**src/rtl/fp_rf_pkg.sv**
```systemverilog
// Shared constants for the FP register file: CSR selector encoding, flag bit
// positions, the canonical single-precision NaN and fcsr field layout.
package fp_rf_pkg;

    typedef enum logic [1:0] {
        CsrNone   = 2'b00,
        CsrFflags = 2'b01,
        CsrFrm    = 2'b10,
        CsrFcsr   = 2'b11
    } csr_sel_e;

    localparam int unsigned FlagNx = 0;
    localparam int unsigned FlagUf = 1;
    localparam int unsigned FlagOf = 2;
    localparam int unsigned FlagDz = 3;
    localparam int unsigned FlagNv = 4;

    localparam logic [31:0] CanonicalNan = 32'h7FC0_0000;

    localparam int unsigned FcsrFflagsLsb = 0;
    localparam int unsigned FcsrFflagsMsb = 4;
    localparam int unsigned FcsrFrmLsb    = 5;
    localparam int unsigned FcsrFrmMsb    = 7;

endpackage

```
**src/rtl/fp_nanbox_check.sv**
```systemverilog
// Single-precision read filter: with FLEN=64, an improperly NaN-boxed value read
// as single precision is replaced by the boxed canonical NaN.
module fp_nanbox_check
    import fp_rf_pkg::*;
#(
    parameter int unsigned FLEN = 32
) (
    input  logic [FLEN-1:0] raw,
    input  logic            sp,
    output logic [FLEN-1:0] data_out
);

    if (FLEN == 64) begin : g_box
        logic boxed;
        assign boxed    = &raw[FLEN-1:FLEN-32];
        assign data_out = (sp && !boxed) ? {32'hFFFF_FFFF, CanonicalNan} : raw;
    end else begin : g_nobox
        logic unused_sp;
        assign unused_sp = sp;
        assign data_out  = raw;
    end

endmodule

```
**src/rtl/fp_register_file_mp.sv**
```systemverilog
// Multi-port FP register file with fflags/frm CSRs and FS dirty tracking.
// Optional write-to-read bypass when FP_RF_BYPASS_EN is defined.
module fp_register_file_mp
    import fp_rf_pkg::*;
#(
    parameter int unsigned FLEN  = 32,
    parameter int unsigned NREAD = 2
) (
    input  logic                  CLK,
    input  logic                  nRST,
    input  logic [NREAD*5-1:0]    rs_addr,
    input  logic [NREAD-1:0]      rs_sp,
    output logic [NREAD*FLEN-1:0] rs_data,
    input  logic                  wen,
    input  logic [4:0]            rd,
    input  logic [FLEN-1:0]       w_data,
    input  logic                  w_sp,
    input  logic                  flags_en,
    input  logic [4:0]            flags_in,
    input  logic                  csr_wen,
    input  logic [1:0]            csr_sel,
    input  logic [7:0]            csr_wdata,
    output logic [7:0]            csr_rdata,
    output logic [2:0]            frm,
    output logic [4:0]            fflags,
    output logic                  fs_dirty,
    input  logic                  fs_clean
);

    logic [FLEN-1:0] regs [32];
    logic [FLEN-1:0] wr_val;
    logic [2:0]      frm_q, frm_d;
    logic [4:0]      fflags_q, fflags_d;
    logic            dirty_q, dirty_d;
    logic            dirty_set;
    csr_sel_e        sel;

    assign sel = csr_sel_e'(csr_sel);

    // Single-precision writes are NaN-boxed into the upper half
    if (FLEN == 64) begin : g_wbox
        assign wr_val = w_sp ? {32'hFFFF_FFFF, w_data[31:0]} : w_data;
    end else begin : g_wnobox
        logic unused_w_sp;
        assign unused_w_sp = w_sp;
        assign wr_val      = w_data;
    end

    always_ff @(posedge CLK or negedge nRST) begin
        if (!nRST) begin
            for (int i = 0; i < 32; i++) begin
                regs[i] <= '0;
            end
        end else if (wen) begin
            regs[rd] <= wr_val;
        end
    end

    for (genvar i = 0; i < NREAD; i++) begin : g_read
        logic [4:0]      addr;
        logic [FLEN-1:0] raw;
        assign addr = rs_addr[5*i +: 5];
`ifdef FP_RF_BYPASS_EN
        assign raw = (wen && (rd == addr)) ? wr_val : regs[addr];
`else
        assign raw = regs[addr];
`endif
        fp_nanbox_check #(
            .FLEN(FLEN)
        ) u_nanbox (
            .raw      (raw),
            .sp       (rs_sp[i]),
            .data_out (rs_data[FLEN*i +: FLEN])
        );
    end

    always_comb begin
        fflags_d = fflags_q;
        frm_d    = frm_q;
        if (flags_en) begin
            fflags_d = fflags_q | flags_in;
        end
        // CSR writes come last so they override same-cycle flag accrual
        if (csr_wen) begin
            case (sel)
                CsrFflags: fflags_d = csr_wdata[FcsrFflagsMsb:FcsrFflagsLsb];
                CsrFrm:    frm_d    = csr_wdata[2:0];
                CsrFcsr: begin
                    fflags_d = csr_wdata[FcsrFflagsMsb:FcsrFflagsLsb];
                    frm_d    = csr_wdata[FcsrFrmMsb:FcsrFrmLsb];
                end
                default: ;
            endcase
        end
    end

    always_comb begin
        dirty_set = wen || (flags_en && (flags_in != 5'd0)) || (csr_wen && (sel != CsrNone));
        dirty_d   = dirty_q;
        if (dirty_set) begin
            dirty_d = 1'b1;
        end else if (fs_clean) begin
            dirty_d = 1'b0;
        end
    end

    always_ff @(posedge CLK or negedge nRST) begin
        if (!nRST) begin
            frm_q    <= '0;
            fflags_q <= '0;
            dirty_q  <= 1'b0;
        end else begin
            frm_q    <= frm_d;
            fflags_q <= fflags_d;
            dirty_q  <= dirty_d;
        end
    end

    always_comb begin
        case (sel)
            CsrFflags: csr_rdata = {3'b000, fflags_q};
            CsrFrm:    csr_rdata = {5'b00000, frm_q};
            CsrFcsr:   csr_rdata = {frm_q, fflags_q};
            default:   csr_rdata = 8'h00;
        endcase
    end

    assign frm      = frm_q;
    assign fflags   = fflags_q;
    assign fs_dirty = dirty_q;

endmodule

```
**config.mk**
```make
export PLATFORM = sky130hd
export DESIGN_NAME = fp_register_file_mp
export DESIGN_NICKNAME = d
export VERILOG_FILES = /design/src/rtl/fp_rf_pkg.sv /design/src/rtl/fp_nanbox_check.sv /design/src/rtl/fp_register_file_mp.sv
export SDC_FILE = /design/constraint.sdc
export NUM_CORES = 2
export LEC_CHECK = 0
export CAP_MARGIN = 5
export CORE_UTILIZATION = 32
export CTS_CLUSTER_DIAMETER = 200
export DETAILED_ROUTE_END_ITERATION = 8
export PLACE_DENSITY = 0.49
export SETUP_SLACK_MARGIN = 0.2
export SLEW_MARGIN = 0
export SYNTH_ARGS = -nofsm -noshare
export SYNTH_HDL_FRONTEND = slang
export SYNTH_SLANG_ARGS = --single-unit
```
**constraint.sdc**
```tcl
create_clock -name CLK -period 3.2 [get_ports CLK]
set_clock_uncertainty 0.1 [all_clocks]
set_input_delay 0.96 -clock CLK [delete_from_list [all_inputs] [get_ports CLK]]
set_output_delay 0.96 -clock CLK [all_outputs]
set_load 0.005 [all_outputs]
```
### Word level (Yosys, flattened, before mapping)

Index checks and enable logic that the tools add are counted.

* add/sub/neg operators: 0
* multiply operators: 0
* divide/modulo/power cells: 0
* $lt $le $gt $ge: 4
* equal/unequal tests: 3
* shifts and indexed selects: 0
* mux-type cells: 16
* bitwise operators: 4
* reduce and logical (&&, ||, !) cells: 11

Operator list (number)
* $bwmux 1024: 1
* $bmux 32 s5: 2
* $demux 32 s5: 1
* $mux 32: 5
* $pmux 8 s3: 1
* $ge 6x6->1 const B: 3
* $not 5->6: 3
* $mux 5: 3
* $lt 6x1->1 const B: 1
* $pmux 3 s2: 1
* $reduce_bool 2->1: 3
* $or 5x5->5: 1
* $reduce_bool 5->1: 1
* $eq 2x2->1 const B: 2
* $logic_and 1x1->1: 3
* $eq 2x1->1 const B: 1
* $logic_or 1x1->1: 2
* $mux 1: 2
* $reduce_and 2->1: 1
* $reduce_or 2->1: 1

* bits in registers: 1033
* latch bits: 0
* bits in writable memories: 0
* ROM bits: 0
* input bits: 71
* output and inout port bits: 81
* logic and storage cells: 73
* memories: 0

### Depth between registers and ports, before layout

* word-level depth: 6
* gate-level depth with buffers: 8
* depth with buffers taken out: 5

### Hierarchy

A second synthesis with hierarchy kept.

* cells, all modules: 4722
* area total of the unflattened synthesis: 57044.7 µm²

Modules (own cells, without submodules)
* fp_register_file_mp: times used 1, cells an instance 4658, area an instance 56564.2 µm², sequential area each 25849.8 µm²
* fp_nanbox_check: times used 2, cells an instance 32, area an instance 240.2 µm², sequential area each 0.0 µm²

### Least setup slack after synthesis

OpenSTA, ideal clock, no wires.

* kind: input to output
* from: input rs_addr[6]
* to: output rs_data[53]
* arrival: 2163 ps
* data required time: 2140 ps
* setup slack: -23 ps
* stages on the path: 8
* buffers on the path: 4
* cells stage by stage: buf_2 > buf_4 > buf_2 > buf_2 > mux2i_1 > nand2_1 > a31oi_1 > nand3_1

* cells in the longest elaborated chain, start to end: 4

Ends and longest elaborated chain
* from (decl): RTL line fp_register_file_mp.sv:11 `input logic [NREAD*5-1:0] rs_addr,`
* $not 5->6 (implied by the code): RTL line fp_register_file_mp.sv:66 `assign raw = regs[addr];`
* $bmux 32 s5: RTL line fp_register_file_mp.sv:66
* $mux 32 (implied by the code) (2 in a row): RTL line fp_register_file_mp.sv:66
* to (decl): RTL line fp_register_file_mp.sv:13 `output logic [NREAD*FLEN-1:0] rs_data,`

Every way passes these cells. The select of a mux whose other input is x is not followed.

### Worst setup path after layout

* from: input rs_addr[1]
* to: output rs_data[22]

The elaborated chain is that of the path after synthesis.

==> metrics.cfg <==
[status]
status = finished, violations left
violations = setup timing

[cts]
cts_tree = yes
numCtsBuffers = 116
clkTransAtPathRegs_ps = 60
htreeDepth = 3
clock_path_buffers = 3
root_buffer = clkbuf_16
clk_latency_ps = 760
cts.sinks = 1033

[grt]
overflow = 0
grt_max_degree = 107
grt_pass1_wl_mm = 308
grt_pass1_vias = 43534
grt_use_total_pct = 23.2
grt_antenna_before_repair = 8

[floorplanning]
dieArea_sq_mm = 0.178
die_h_um = 422
core_area_sq_mm = 0.175
die_w_um = 422
top_level_ports = 152
rows = 153
initial_core_util_pct = 32.4

[synth]
synth_edf_count = 0
ys_seq_area_share_pct = 45.7
synth_cell_types = 33
yosys.area.top_type = dfrtp_1
synth_most_common_cell = dfrtp_1
synth_area_leaders = dfrtp_1 46%, mux2_2 20%, mux2i_1 18%
synth_fp_nets = 4729
ys_async_sr_fraction_pct = 100
syn-mean-instance-area_sq_um = 12.1
ys_ff_latch = 1033
syn-cell-area_sq_mm = 0.0566
synthCells = 4658
synth_top_area_share_pct = 45.7
synth_common_cells = 1033 x dfrtp_1, 1027 x mux2i_1, 987 x mux2_2, 216 x nand2_1, 201 x a21oi_1
yosysWarningCount = 0
synth_flop_cell = dfrtp_1

[timing]
setup_ws_ps = -555
whs_ps = 414
rsz0062_at_grt = true
setup_viol = 64
worstMarginPinSlew_ps = 658
fmax_ghz = 0.266
slew_headroom_pct = 56.2
drv_slew = 0
post-route-period-util_pct = 117
finalSetupTns_ps = -27480
fin_crit_ps = 3750
hold_viol = 0

[cells_and_area]
drive_above_1_share_pct = 44.8
design_area_sq_mm = 0.0759
nets = 5360
area_growth_pct = 34.1

[drt]
vias_per_cell = 5.45
num_vias = 42020
drtIter0Drc = 2777
firstDrtPassIters = 5
drc_errors = 0
wl_mm = 211
ant_nets = 0
wl_per_cell_um = 27.4

[placed_design]
gp_congestion = 0.820
dpl.hpwl_mm = 130
place_area_sq_mm = 0.0651
portBuffers = 148

[power_and_ir_drop]
max-vdd-ir-drop_mv = 0.476
leakage_uw = 0.0351
powerDensity_mw_per_mm2 = 544

[worst_setup_path]
crit_type = in2out
start_kind = input pin
crit_arrival_ps = 2690
crit_required_ps = 2140
r2r_setup_slack_ps = 2280
worst_setup_path_end_kind = primary output
worst-path-max-fanout = 6

[run]
drv_cap = 0

[min_path]
hp-class = reg2reg

==> cell usage in the layout, fill, tap and decap left out, types with 19 or more instances in the layout <==
cell and n:
a21oi_1 185, a22o_1 113, a22oi_1 167, a22oi_2 25, a31oi_2 19, a31oi_4 32, buf_12 224, buf_16 57
buf_2 37, buf_4 360, buf_6 145, buf_8 39, clkbuf_1 24, clkbuf_16 131, clkbuf_8 26, clkdlybuf4s50_1 65
clkinv_2 25, dfrtp_1 1033, mux2_1 37, mux2_2 987, mux2i_1 979, mux2i_2 34, nand2_1 191, nand2_2 23
nand3_1 129, nand3_2 51, nor3_2 36, nor3_4 25
==> per-layer routing <==
layer	up-vias	share of wire, %	global-route usage, %
met2	905	48	38.1
met4	0	2.7	6.59
met3	274	3.8	3.08
li1	18538	-	-
met1	22303	46	31.7
met5	-	0	0
==> stage by stage <==
step | worst slack, ps | instances | utilization (%) | total power, uW
final | -555 | 7714 | 43.4 | 41300
after global placement | -1610 | 7228 | 37.2 | 25800
after detailed placement | -1580 | 7228 | 37.2 | 26000
after CTS | -566 | 7634 | 42.3 | 41100
after floorplan | 172 | 4658 | - | 22800
after global routing | -600 | 7713 | 43.4 | 43200
==> final cells by class <==
| type | instances | area, sq um |
|---|---|---|
| repair buffers | 960 | 12400 |
| diodes | 6 | 15.0 |
| clock inverters | 44 | 561 |
| multi-input cells | 3177 | 30700 |
| well taps | 2325 | 2910 |
| clock buffers | 168 | 3400 |
| fillers | 16063 | 98900 |
| inverters | 1 | 3.75 |
| flip-flops and latches | 1033 | 25800 |
==> final timing paths <==
check,from,cells after the start,endpoint
worst max register to register,regs[262],1,regs[262]
min in group asynchronous,nRST,2,regs[757]
worst max-delay path,rs_addr[1],12,rs_data[22]
max in group asynchronous,nRST,5,regs[778]
worst min register to register,regs[609],1,regs[609]
worst min-delay path,regs[609],1,regs[609]
==> sequential cells by signal (all words and copies together) (netlist names) <==
| signal | flops |
|---|---|
| frm | 3 |
| fflags | 5 |
| fs_dirty | 1 |
| regs | 1024 |
==> report_power, final <==
| group | total, uW | switching, uW | internal [uW] |
|---|---|---|---|
| Clock | 14100 | 5900 | 8160 |
| Combinational | 9560 | 4260 | 5300 |
| Sequential | 17600 | 2010 | 15600 |
==> repair_timing <==
action,in CTS,in global routing
hold buffers,1,0
resized for setup,818,234
pin swaps,221,176
gates cloned,38,13
endpoints found under the setup margin,72,64
endpoints found under the hold margin,12,0
buffers inserted,155,61
==> kinds of logic (layout without fill, tap and decap cells) <==
kind of cell    after synthesis  in the layout  share of synthesized area [%]
mux                        2051           2051                           38.6
flops                      1033           1033                           45.7
compound gates              595            595                           7.12
simple gates                531            531                           4.45
buf+inv                     448           1173                           4.17
other cells                   0              6                              0
==> critical path: stages <==
cell,delay (ps)
buf_16,130
buf_16,160
buf_12,130
buf_12,140
buf_12,120
buf_16,140
buf_12,130
mux2i_1,110
a22oi_1,210
nand3_1,150
nand3_2,140
buf_2,130
(Power assumes the default switching activity.)
